File: config.mk
export PLATFORM = sky130hd
export DESIGN_NAME = material_sequencer
export DESIGN_NICKNAME = d
export VERILOG_FILES = /design/src/rtl/material_pkg.sv /design/src/rtl/trigger_debounce.sv /design/src/rtl/material_sequencer.sv
export SDC_FILE = /design/constraint.sdc
export NUM_CORES = 1
export LEC_CHECK = 0
export CAP_MARGIN = 20
export CORE_MARGIN = 4
export CORE_UTILIZATION = 52
export CTS_CLUSTER_DIAMETER = 60
export CTS_CLUSTER_SIZE = 12
export DETAILED_ROUTE_END_ITERATION = 6
export HOLD_SLACK_MARGIN = 0.02
export PLACE_DENSITY = 0.83
export REMOVE_ABC_BUFFERS = 1
export SETUP_SLACK_MARGIN = 0.1
export SYNTH_ARGS = -nofsm -noshare
export SYNTH_HDL_FRONTEND = slang
export SYNTH_SLANG_ARGS = --single-unit
File: constraint.sdc
create_clock -name CLK -period 2.3 [get_ports CLK]
set_clock_uncertainty 0.1 [all_clocks]
set_input_delay 0.23 -clock CLK [delete_from_list [all_inputs] [get_ports CLK]]
set_output_delay 0.23 -clock CLK [all_outputs]
set_load 0.005 [all_outputs]
File: src/rtl/material_pkg.sv
// Shared encodings for the material sequencer: temperature classes, FSM states,
// default thresholds/route and the sample classifier.
package material_pkg;

  typedef enum logic [1:0] {
    CLS_AMB  = 2'd0,
    CLS_HOT  = 2'd1,
    CLS_COLD = 2'd2
  } classT;

  // 4-bit encoding leaves spare codes so corrupted state is recoverable.
  typedef enum logic [3:0] {
    IDLE        = 4'd0,
    READ        = 4'd1,
    ACCEPT      = 4'd2,
    REJECT      = 4'd3,
    LEAVE_DROP  = 4'd4,
    FIND_PICKUP = 4'd5,
    PICKUP      = 4'd6,
    HOLD        = 4'd7
  } stateT;

  localparam int DEF_COLD_TH = 1200;
  localparam int DEF_HOT_TH  = 1900;

  // Station 0 in the LSBs: AMB, HOT, COLD, AMB.
  localparam logic [7:0] DEF_ROUTE = {CLS_AMB, CLS_COLD, CLS_HOT, CLS_AMB};

  function automatic classT classifyTemp(input logic [31:0] temp,
                                         input logic [31:0] coldTh,
                                         input logic [31:0] hotTh);
    if (temp <= coldTh) return CLS_COLD;
    if (temp >= hotTh) return CLS_HOT;
    return CLS_AMB;
  endfunction

endpackage

File: src/rtl/trigger_debounce.sv
// Two-flop synchroniser for the raw pillar detect followed by a tick-rate
// debouncer: clean follows raw only after DEBOUNCE consecutive differing ticks.
module trigger_debounce #(
  parameter int DEBOUNCE = 3
) (
  input  logic CLK,
  input  logic RST,
  input  logic tick,
  input  logic raw,
  output logic clean
);

  localparam int CNT_W = (DEBOUNCE > 1) ? $clog2(DEBOUNCE + 1) : 1;

  logic             sync0;
  logic             sync1;
  logic [CNT_W-1:0] cnt;

  always_ff @(posedge CLK) begin
    if (RST) begin
      sync0 <= 1'b0;
      sync1 <= 1'b0;
      cnt   <= '0;
      clean <= 1'b0;
    end else begin
      sync0 <= raw;
      sync1 <= sync0;
      if (tick) begin
        // Any tick that agrees with the accepted level restarts the count.
        if (sync1 == clean) begin
          cnt <= '0;
        end else if (cnt == CNT_W'(DEBOUNCE - 1)) begin
          clean <= sync1;
          cnt   <= '0;
        end else begin
          cnt <= cnt + 1'b1;
        end
      end
    end
  end

endmodule

File: src/rtl/material_sequencer.sv
// Pillar-sorting sequencer: reads a temperature class at each station, accepts
// or rejects it against the route, then drives the magnet/servo pickup cycle.
module material_sequencer
  import material_pkg::*;
#(
  parameter int                        NUM_STATIONS = 4,
  parameter int                        TEMP_W       = 12,
  parameter int                        TICK_DIV     = 50,
  parameter int                        DEBOUNCE     = 3,
  parameter int                        DWELL        = 5,
  parameter int                        READ_TO      = 20,
  parameter logic [TEMP_W-1:0]         COLD_TH      = TEMP_W'(DEF_COLD_TH),
  parameter logic [TEMP_W-1:0]         HOT_TH       = TEMP_W'(DEF_HOT_TH),
  parameter logic [2*NUM_STATIONS-1:0] ROUTE        = (2*NUM_STATIONS)'(DEF_ROUTE)
) (
  input  logic                            CLK,
  input  logic                            RST,
  input  logic                            trigger,
  input  logic [TEMP_W-1:0]               digitalTemp,
  input  logic                            ready,
  output logic [$clog2(NUM_STATIONS)-1:0] stationIdx,
  output logic                            correctStation,
  output logic                            wrongStation,
  output logic                            lapDone,
  output logic                            controlEM,
  output logic                            controlServo,
  output stateT                           debugState
);

  localparam int IDX_W = $clog2(NUM_STATIONS);
  localparam int DIV_W = $clog2(TICK_DIV + 1);
  localparam int RCW   = $clog2(READ_TO + 1);
  localparam int DCW   = $clog2(DWELL + 1);

  logic [DIV_W-1:0] divCnt;
  logic             tick;
  logic             trigDb;
  logic [RCW-1:0]   readCnt;
  logic [DCW-1:0]   dwellCnt;
  stateT            state;
  classT            sampleClass;
  classT            expClass;

  assign tick = (divCnt == DIV_W'(TICK_DIV - 1));

  always_ff @(posedge CLK) begin
    if (RST || tick) divCnt <= '0;
    else             divCnt <= divCnt + 1'b1;
  end

  trigger_debounce #(
    .DEBOUNCE(DEBOUNCE)
  ) uDebounce (
    .CLK  (CLK),
    .RST  (RST),
    .tick (tick),
    .raw  (trigger),
    .clean(trigDb)
  );

  assign sampleClass = classifyTemp(32'(digitalTemp), 32'(COLD_TH), 32'(HOT_TH));
  assign expClass    = classT'(ROUTE[2*int'(stationIdx) +: 2]);
  assign debugState  = state;

  always_ff @(posedge CLK) begin
    if (RST) begin
      state          <= IDLE;
      stationIdx     <= '0;
      correctStation <= 1'b0;
      wrongStation   <= 1'b0;
      lapDone        <= 1'b0;
      controlEM      <= 1'b0;
      controlServo   <= 1'b0;
      readCnt        <= '0;
      dwellCnt       <= '0;
    end else begin
      // Status pulses last exactly one CLK even though states last a tick.
      wrongStation <= 1'b0;
      lapDone      <= 1'b0;
      if (tick) begin
        case (state)
          IDLE: begin
            controlServo   <= 1'b0;
            correctStation <= 1'b0;
            if (trigDb) begin
              state   <= READ;
              readCnt <= '0;
            end
          end
          READ: begin
            if (ready) begin
              state <= (sampleClass == expClass) ? ACCEPT : REJECT;
            end else if (readCnt == RCW'(READ_TO - 1)) begin
              state <= REJECT;
            end else begin
              readCnt <= readCnt + 1'b1;
            end
          end
          ACCEPT: begin
            controlEM      <= 1'b0;
            correctStation <= 1'b1;
            if (stationIdx == IDX_W'(NUM_STATIONS - 1)) begin
              stationIdx <= '0;
              lapDone    <= 1'b1;
            end else begin
              stationIdx <= stationIdx + 1'b1;
            end
            state <= LEAVE_DROP;
          end
          REJECT: begin
            wrongStation <= 1'b1;
            state        <= LEAVE_DROP;
          end
          LEAVE_DROP: begin
            if (!trigDb) state <= FIND_PICKUP;
          end
          FIND_PICKUP: begin
            if (trigDb) begin
              state        <= PICKUP;
              controlEM    <= 1'b1;
              controlServo <= correctStation;
              dwellCnt     <= '0;
            end
          end
          PICKUP: begin
            // Pillar leaving early aborts the dwell but keeps the load held.
            if (!trigDb) begin
              state          <= IDLE;
              controlServo   <= 1'b0;
              correctStation <= 1'b0;
            end else if (dwellCnt == DCW'(DWELL - 1)) begin
              state        <= HOLD;
              controlServo <= 1'b0;
            end else begin
              dwellCnt <= dwellCnt + 1'b1;
            end
          end
          HOLD: begin
            if (!trigDb) begin
              state          <= IDLE;
              controlServo   <= 1'b0;
              correctStation <= 1'b0;
            end
          end
          default: state <= IDLE;
        endcase
      end
    end
  end

endmodule

# After elaboration in Yosys (flattened, before gate mapping)
# Index checks and enable logic that the tools add are counted.
# W data, S select, Z words.
# word_totals
regBits,30
in_bits,16
out_inout_bits,11
word_cells,107
# classes
n_addsub,5
magnitude_cmp,2
n_eq_ne,25
shifts,1
mux,38
bitwise,3
n_reduce_logical,19
# ops
cell,count
$mux W4,8
$pmux W4 S7,1
$eq A4 B3 Y1 const B,4
$mux W5,3
$reduce_and A5 Y1,3
$mux W2,7
$ge A12 B11 Y1 const B,1
$le A12 B11 Y1 const B,1
$ne A2 B2 Y1 const B,6
$mux W1,11
$pmux W5 S2,1
$mux W3,3
$reduce_and A3 Y1,3
$eq A4 B2 Y1 const B,2
$shiftx A8 B4 Y2 const A,1
$reduce_and A7 Y1,1
$add A6 B1 Y6 const B,1
$eq A6 B6 Y1 const B,1
$ne A2 B1 Y1 const B,3
$ne A3 B3 Y1 const B,2
$pmux W3 S2,1
$reduce_bool A2 Y1,3
$reduce_or A2 Y1,3
$add A5 B1 Y5 const B,1
18 further kinds,22

# Logic depth before layout (Yosys ltp)
# Gate-level depths: netlist (run 1).
# depth
word_depth,9
mapped_depth,8
depth_no_buf,7

# Cells and area by module
# Synthesis (run 1) repeated with hierarchy kept, for this count alone.
# hier_totals
cells_unflattened,184
hier_area_um2,1612.8
# modules_own_cells
module,instances,cells_per_inst,area_per_inst_um2,seq_area_each_um2
material_sequencer,1,166,1417.6,480.5
trigger_debounce,1,18,195.2,100.1

# Worst setup path after synthesis (run 1)
# OpenSTA, ideal clock, no wires.
# synth_timing
path_kind,flip-flop to flip-flop
start,register divCnt[0]
end,register dwellCnt[1]
arrival_time_ns,1.658
required_ns,2.129
path_slack_ns,0.472
stages_incl_launch_ff,7
path_buffers,0
period_less_slack_ns,1.828
cell_sequence,dfxtp_1 > ha_1 > and4b_1 > nand2b_1 > or3_4 > or3_1 > a21oi_1
# synth_via
elab_chain_len,2
# synth_rtl
item,line_no,source
from (decl),material_sequencer.sv:35,logic [DIV_W-1:0] divCnt;
from (signal assigned),material_sequencer.sv:48,else divCnt <= divCnt + 1'b1;
$eq A6 B6 Y1,material_sequencer.sv:44,assign tick = (divCnt == DIV_W'(TICK_DIV - 1));
$reduce_and A5 Y1 (no source line),n/a,
to (signal assigned),material_sequencer.sv:135,dwellCnt <= dwellCnt + 1'b1;
to (decl),material_sequencer.sv:39,logic [DCW-1:0] dwellCnt;
# No other way between the ends.
# A chain may end at the register's enable or synchronous reset.

# Final worst setup path (run 1)
# layout_timing
start,register divCnt[0]
end,register stationIdx[0]
# layout_via
elab_chain_len,2
# layout_rtl
item,line_no,source
$eq A6 B6 Y1,material_sequencer.sv:44,
$reduce_and A2 Y1 (no source line),n/a,
to (signal assigned),material_sequencer.sv:106,stationIdx <= stationIdx + 1'b1;
to (decl),material_sequencer.sv:21,"output logic [$clog2(NUM_STATIONS)-1:0] stationIdx,"
# No other way between the ends.

==> flow_summary.yaml, run 1 <==
synth:
  yosysSeqAreaShare: 0.371
  avgSynthCellArea_um2: 8.42
  synth_cell_types: 45
  synth_xor_area_frac: 0.0559
  synth_warnings: 0
  synth_compound_area_frac: 0.161
  ys_async_sr_fraction: 0
  synth.area.mux_share: 0.0256
  synth.top_cell.area_share: 0.371
  netlist_area_um2: 1570
  synth_top_family_by_area: "simple AND/OR/NAND/NOR gates"
  ys_ff_latch: 29
  synthCells: 186
  synth-simple-area-share: 0.276
  synth_edf_count: 0
  ys_dominant_reg_cell: "dfxtp_1"
  synth_largest_area_cell: "dfxtp_1"
  synthAdderAreaFrac: 0.0639
  synth_area_leaders: "dfxtp_1 (37%), ha_1 (6.4%), nor2_1 (4.8%), a21oi_1 (4.5%), xnor2_1 (3.4%)"
timing:
  setup_violations: 0
  timing.fmax_mhz: 505
  period_minus_slack_ps: 1980
  tns_ps: 0
  hold_viol_final: 0
  rsz0062_at_grt: "false"
  setup_ws_ps: 320
  drv_slew: 0
  period_share: 0.861
cells_and_area:
  multiInputGateArea_um2: 916
  seqCellArea_um2: 581
  final_cell_mix: "dfxtp_1 (29), clkdlybuf4s50_1 (25), nor2_1 (20)"
  diodes: 0
  syn_to_final_growth_pct: 22.0
  drive_gt1_frac: 0.0748
  nFillCells: 231
  final_common_cell: "dfxtp_1"
  nNetsFinal: 237
setup_path:
  end_kind: "flip-flop"
  cp_max_fo: 6
  cp-start-kind: "flip-flop"
  critPathArrivalTime_ps: 2160
  path_class: "reg2reg"
  required_ps: 2480
power:
  finalPower_mw: 0.933
  p_sw_mw: 0.213
  seqPwrFrac: 0.549
  power_frac_comb: 0.065
  switching_share: 0.228
  p_clk_frac: 0.386
  p_leak_nw: 0.704
  ir_drop_mv: 0.412
  p_per_area_nw_per_um2: 488
  intPower_mw: 0.720
clock_network:
  h-tree-depth: 2
  cts_root_buffer: "clkbuf_4"
  cts_resized: 0
  cts_buffers: 5
  clk_path_buf_depth: 2
  clkTransAtPathRegs_ps: 100
  clkLatencyLatePin_ps: 340
  numClockSinks: 29
  cts_setup_buffers: 0
  cts_tree: "yes"
  cts_hold_buf: 0
routing:
  drc: 0
  drt-total-wl_mm: 3.38
  vias: 1380
  antenna_left: 0
  via_per_inst: 5.63
  wl_per_cell_um: 13.8
  firstDrtPassIters: 4
  dr.first_iter.drc_count: 36
global_route:
  antenna_found_initial: 0
  grt-ovfl-total: 0
  grt_usage: 0.184
  grt_max_degree: 17
  grt_pass1_wl_mm: 5.96
  grt_pass1_vias: 1375
placement:
  io_buffers: 25
  pre_cts_ws_ps: 8.04
  gp_congestion: 0.839
  hpwl_mm: 2.54
job:
  maxCapViolations: 0
floorplanning:
  placement_rows: 19
  ios: 27
  core_um2: 2830
  fp.dieH_um: 62.9
  start_util: 0.554
  dieArea_um2: 3950
  die_x_um: 62.9
min_path:
  hold_class: "in2reg"
run_status:
  status: "complete, no violations"
==> synth_stat cells, types with 3 or more instances <==
library cell and count:
a21oi_1 14, clkbuf_1 5, dfxtp_1 29, ha_1 8, inv_1 9, mux2i_1 4, nand2_1 12, nand2b_1 4
nand3_1 3, nor2_1 20, nor2b_1 8, nor3_1 6, o21ai_0 9, or3_1 5, xnor2_1 6, xor2_1 4
==> critical path: stages, from the launching register on <==
cell and delay [ps]:
dfxtp_1 380, ha_1 160, and4b_1 250, nand3b_2 160, or3_1 410, or3_1 320
a21oi_1 140
==> stage by stage <==
step           utilization  area (um^2)  std cells  hold WS, ps
6_report             0.676         1910        245          345
5_1_grt              0.676         1910        245          344
4_1_cts              0.676         1910        245          342
3_5_place_dp         0.651         1840        237          353
3_3_place_gp         0.651         1840        237          323
2_1_floorplan            -         1530        178          199
==> worst paths after layout <==
kind / start / endpoint / slack (ps) / cells past startpoint
max: divCnt[0]$_SDFF_PP0_ / stationIdx[0]$_SDFFE_PP0P_ / 320 / 6
min: trigger / uDebounce.sync0$_SDFF_PP0_ / 350 / 2
max reg2reg: divCnt[0]$_SDFF_PP0_ / stationIdx[0]$_SDFFE_PP0P_ / 320 / 6
min reg2reg: uDebounce.sync0$_SDFF_PP0_ / uDebounce.sync1$_SDFF_PP0_ / 360 / 1
==> cell families after synthesis <==
logic type	Yosys count
xor+xnor	10
mux	4
fa+ha+maj	8
flops	29
compound gates	40
simple gates	77
other cells	1
buf+inv	17
==> layout make-up <==
class	instances	area share
Clock inverter	1	0.00262
Timing Repair Buffer	28	0.143
Tap cell	31	0.0203
Sequential cell	29	0.304
Inverter	9	0.0177
Clock buffer	7	0.0340
Multi-Input combinational cell	140	0.479
==> per-layer routing <==
layer  wire [um]  part of all wire  up-vias  track usage
li1            -                 -      704            -
met1        1490              0.44      635        0.203
met2        1690              0.50       36        0.325
met3         158             0.047        5       0.0665
met4          38             0.011        0       0.0606
met5           0                 0        -            0
==> sequential cells by signal, summed over array words and instances, names as in the netlist <==
| name | flops |
|---|---|
| divCnt | 6 |
| readCnt | 5 |
| debugState | 3 |
| dwellCnt | 3 |
| stationIdx | 2 |
| uDebounce.cnt | 2 |
| controlEM | 1 |
| controlServo | 1 |
| correctStation | 1 |
| lapDone | 1 |
| uDebounce.clean | 1 |
| uDebounce.sync0 | 1 |
| uDebounce.sync1 | 1 |
| wrongStation | 1 |
==> power by group through the flow <==
stage / sequential [mW] / combinational [mW] / clock, mW
3_5_place_dp: 0.524 / 0.0603 / 0
5_1_grt: 0.514 / 0.0653 / 0.398
6_report: 0.512 / 0.0606 / 0.360
3_3_place_gp: 0.524 / 0.0577 / 0
2_1_floorplan: 0.523 / 0.0201 / 0
4_1_cts: 0.513 / 0.0609 / 0.371
No activity file was read; power rests on OpenSTA's default activity.
==> inputs of run 2 (changes only) <==
--- a/config.mk
+++ b/config.mk
@@ -6,13 +6,14 @@
 export NUM_CORES = 1
 export LEC_CHECK = 0
 export CAP_MARGIN = 20
-export CORE_MARGIN = 4
+export CORE_MARGIN = 8
 export CORE_UTILIZATION = 52
 export CTS_CLUSTER_DIAMETER = 60
 export CTS_CLUSTER_SIZE = 12
 export DETAILED_ROUTE_END_ITERATION = 6
 export HOLD_SLACK_MARGIN = 0.02
 export PLACE_DENSITY = 0.83
+export RECOVER_POWER = 25
 export REMOVE_ABC_BUFFERS = 1
 export SETUP_SLACK_MARGIN = 0.1
 export SYNTH_ARGS = -nofsm -noshare
==> flow_summary.yaml, run 2 (synthesis gave the netlist of run 1 again) <==
timing:
  rsz0062_at_grt: "false"
  setup_violations: 0
  timing.fmax_mhz: 486
  period_share: 0.895
  hold_viol_final: 0
  tns_ps: 0
  drv_slew: 0
  period_minus_slack_ps: 2060
routing:
  wl_per_cell_um: 14.5
  vias: 1412
  drt-total-wl_mm: 3.59
  drc: 0
  dr.first_iter.drc_count: 50
  via_per_inst: 5.69
  firstDrtPassIters: 4
  antenna_left: 0
cells_and_area:
  seqCellArea_um2: 581
  fin_area_um2: 1900
  nNetsFinal: 238
  diodes: 0
  nFillCells: 253
  syn_to_final_growth_pct: 21.1
  reg_top3: "divCnt (6), readCnt (5)"
  top_register: "divCnt"
  final_cell_mix: "dfxtp_1 (29), nor2_1 (20), clkdlybuf4s50_1 (19)"
  largest_reg_flops: 6
  layout.cells.non_filler: 248
  drive_gt1_frac: 0.0605
  final_common_cell: "dfxtp_1"
  multiInputGateArea_um2: 916
min_path:
  hold_class: "reg2reg"
power:
  switching_share: 0.227
  p_leak_nw: 0.710
  seqPwrFrac: 0.597
  power_frac_comb: 0.069
  p_sw_mw: 0.194
  finalPower_mw: 0.858
  intPower_mw: 0.664
  p_clk_frac: 0.333
  p_per_area_nw_per_um2: 452
  ir_drop_mv: 0.314
clock_network:
  clkLatencyLatePin_ps: 320
  cts_setup_buffers: 0
  numClockSinks: 29
  clk_path_buf_depth: 2
  clkTransAtPathRegs_ps: 90
  cts_resized: 0
  cts_hold_buf: 0
  h-tree-depth: 2
  cts_tree: "yes"
  cts_buffers: 5
  cts_root_buffer: "clkbuf_4"
global_route:
  grt-ovfl-total: 0
  grt_pass1_vias: 1474
  antenna_found_initial: 0
  grt_max_degree: 14
  grt_pass1_wl_mm: 6.17
  grt_usage: 0.150
floorplanning:
  dieArea_um2: 5020
  start_util: 0.531
  die_x_um: 70.9
  ios: 27
  placement_rows: 20
  core_um2: 2950
  fp.dieH_um: 70.9
setup_path:
  path_class: "reg2reg"
  critPathArrivalTime_ps: 2220
  cp_max_fo: 13
  cp-start-kind: "flip-flop"
  required_ps: 2460
  end_kind: "flip-flop"
run_status:
  status: "complete, no violations"
placement:
  io_buffers: 25
  gp_congestion: 0.833
  dp_cells: 240
  hpwl_mm: 2.75
  place_area_um2: 1850
job:
  maxCapViolations: 0
==> run 2: cell count changes in the layout (fill, tap and decap cells not counted), sizes merged <==
cell / previous run / this run
clkdlybuf4s50: 25 / 19
clkinv: 1 / 0
clkbuf: 7 / 9
dlygate4sd3: 0 / 6
==> run 2: area by class of cell <==
| type | instances | area share |
|---|---|---|
| repair buffers | 29 | 0.146 |
| inverters | 9 | 0.0178 |
| well taps | 33 | 0.0218 |
| clock buffers | 8 | 0.0257 |
| multi-input cells | 140 | 0.483 |
| flip-flops and latches | 29 | 0.306 |
==> run 2: power groups by stage <==
stage          Sequential (mW)  Combinational (mW)  Clock (mW)
3_3_place_gp             0.524              0.0573           0
6_report                 0.513              0.0593       0.286
5_1_grt                  0.513              0.0646       0.313
4_1_cts                  0.513              0.0607       0.296
3_5_place_dp             0.525              0.0606           0
2_1_floorplan            0.523              0.0201           0
==> run 2: final timing paths <==
check                                  start                         end  slack, ps  cells after the start
hold / removal    uDebounce.sync0$_SDFF_PP0_  uDebounce.sync1$_SDFF_PP0_        360                      1
setup / recovery  debugState[1]$_SDFFE_PP0P_    dwellCnt[1]$_SDFFE_PP0P_        240                      5
setup reg to reg  debugState[1]$_SDFFE_PP0P_    dwellCnt[1]$_SDFFE_PP0P_        240                      5
hold reg to reg   uDebounce.sync0$_SDFF_PP0_  uDebounce.sync1$_SDFF_PP0_        360                      1
==> run 2: critical path, cell delays in order (launching register included) <==
cell,delay (ps)
dfxtp_1,640
nor2b_1,270
a21oi_1,120
or3_4,350
or3_1,370
a21oi_1,140
==> run 2: metrics by stage <==
stage                     setup slack (ps)  hold slack [ps]  utilization
after floorplan                        325              199            -
after global placement                 111              317        0.627
after detailed placement              47.8              350        0.627
after CTS                              266              360        0.644
after global routing                   116              363        0.642
final                                  242              362        0.642
==> run 2: metal layers <==
metal | track usage | vias up | wire length [um]
met5 | 0 | - | 0
met4 | 0.0670 | 0 | 72
met3 | 0.0523 | 8 | 201
met2 | 0.280 | 35 | 1880
met1 | 0.144 | 667 | 1440
li1 | - | 702 | -
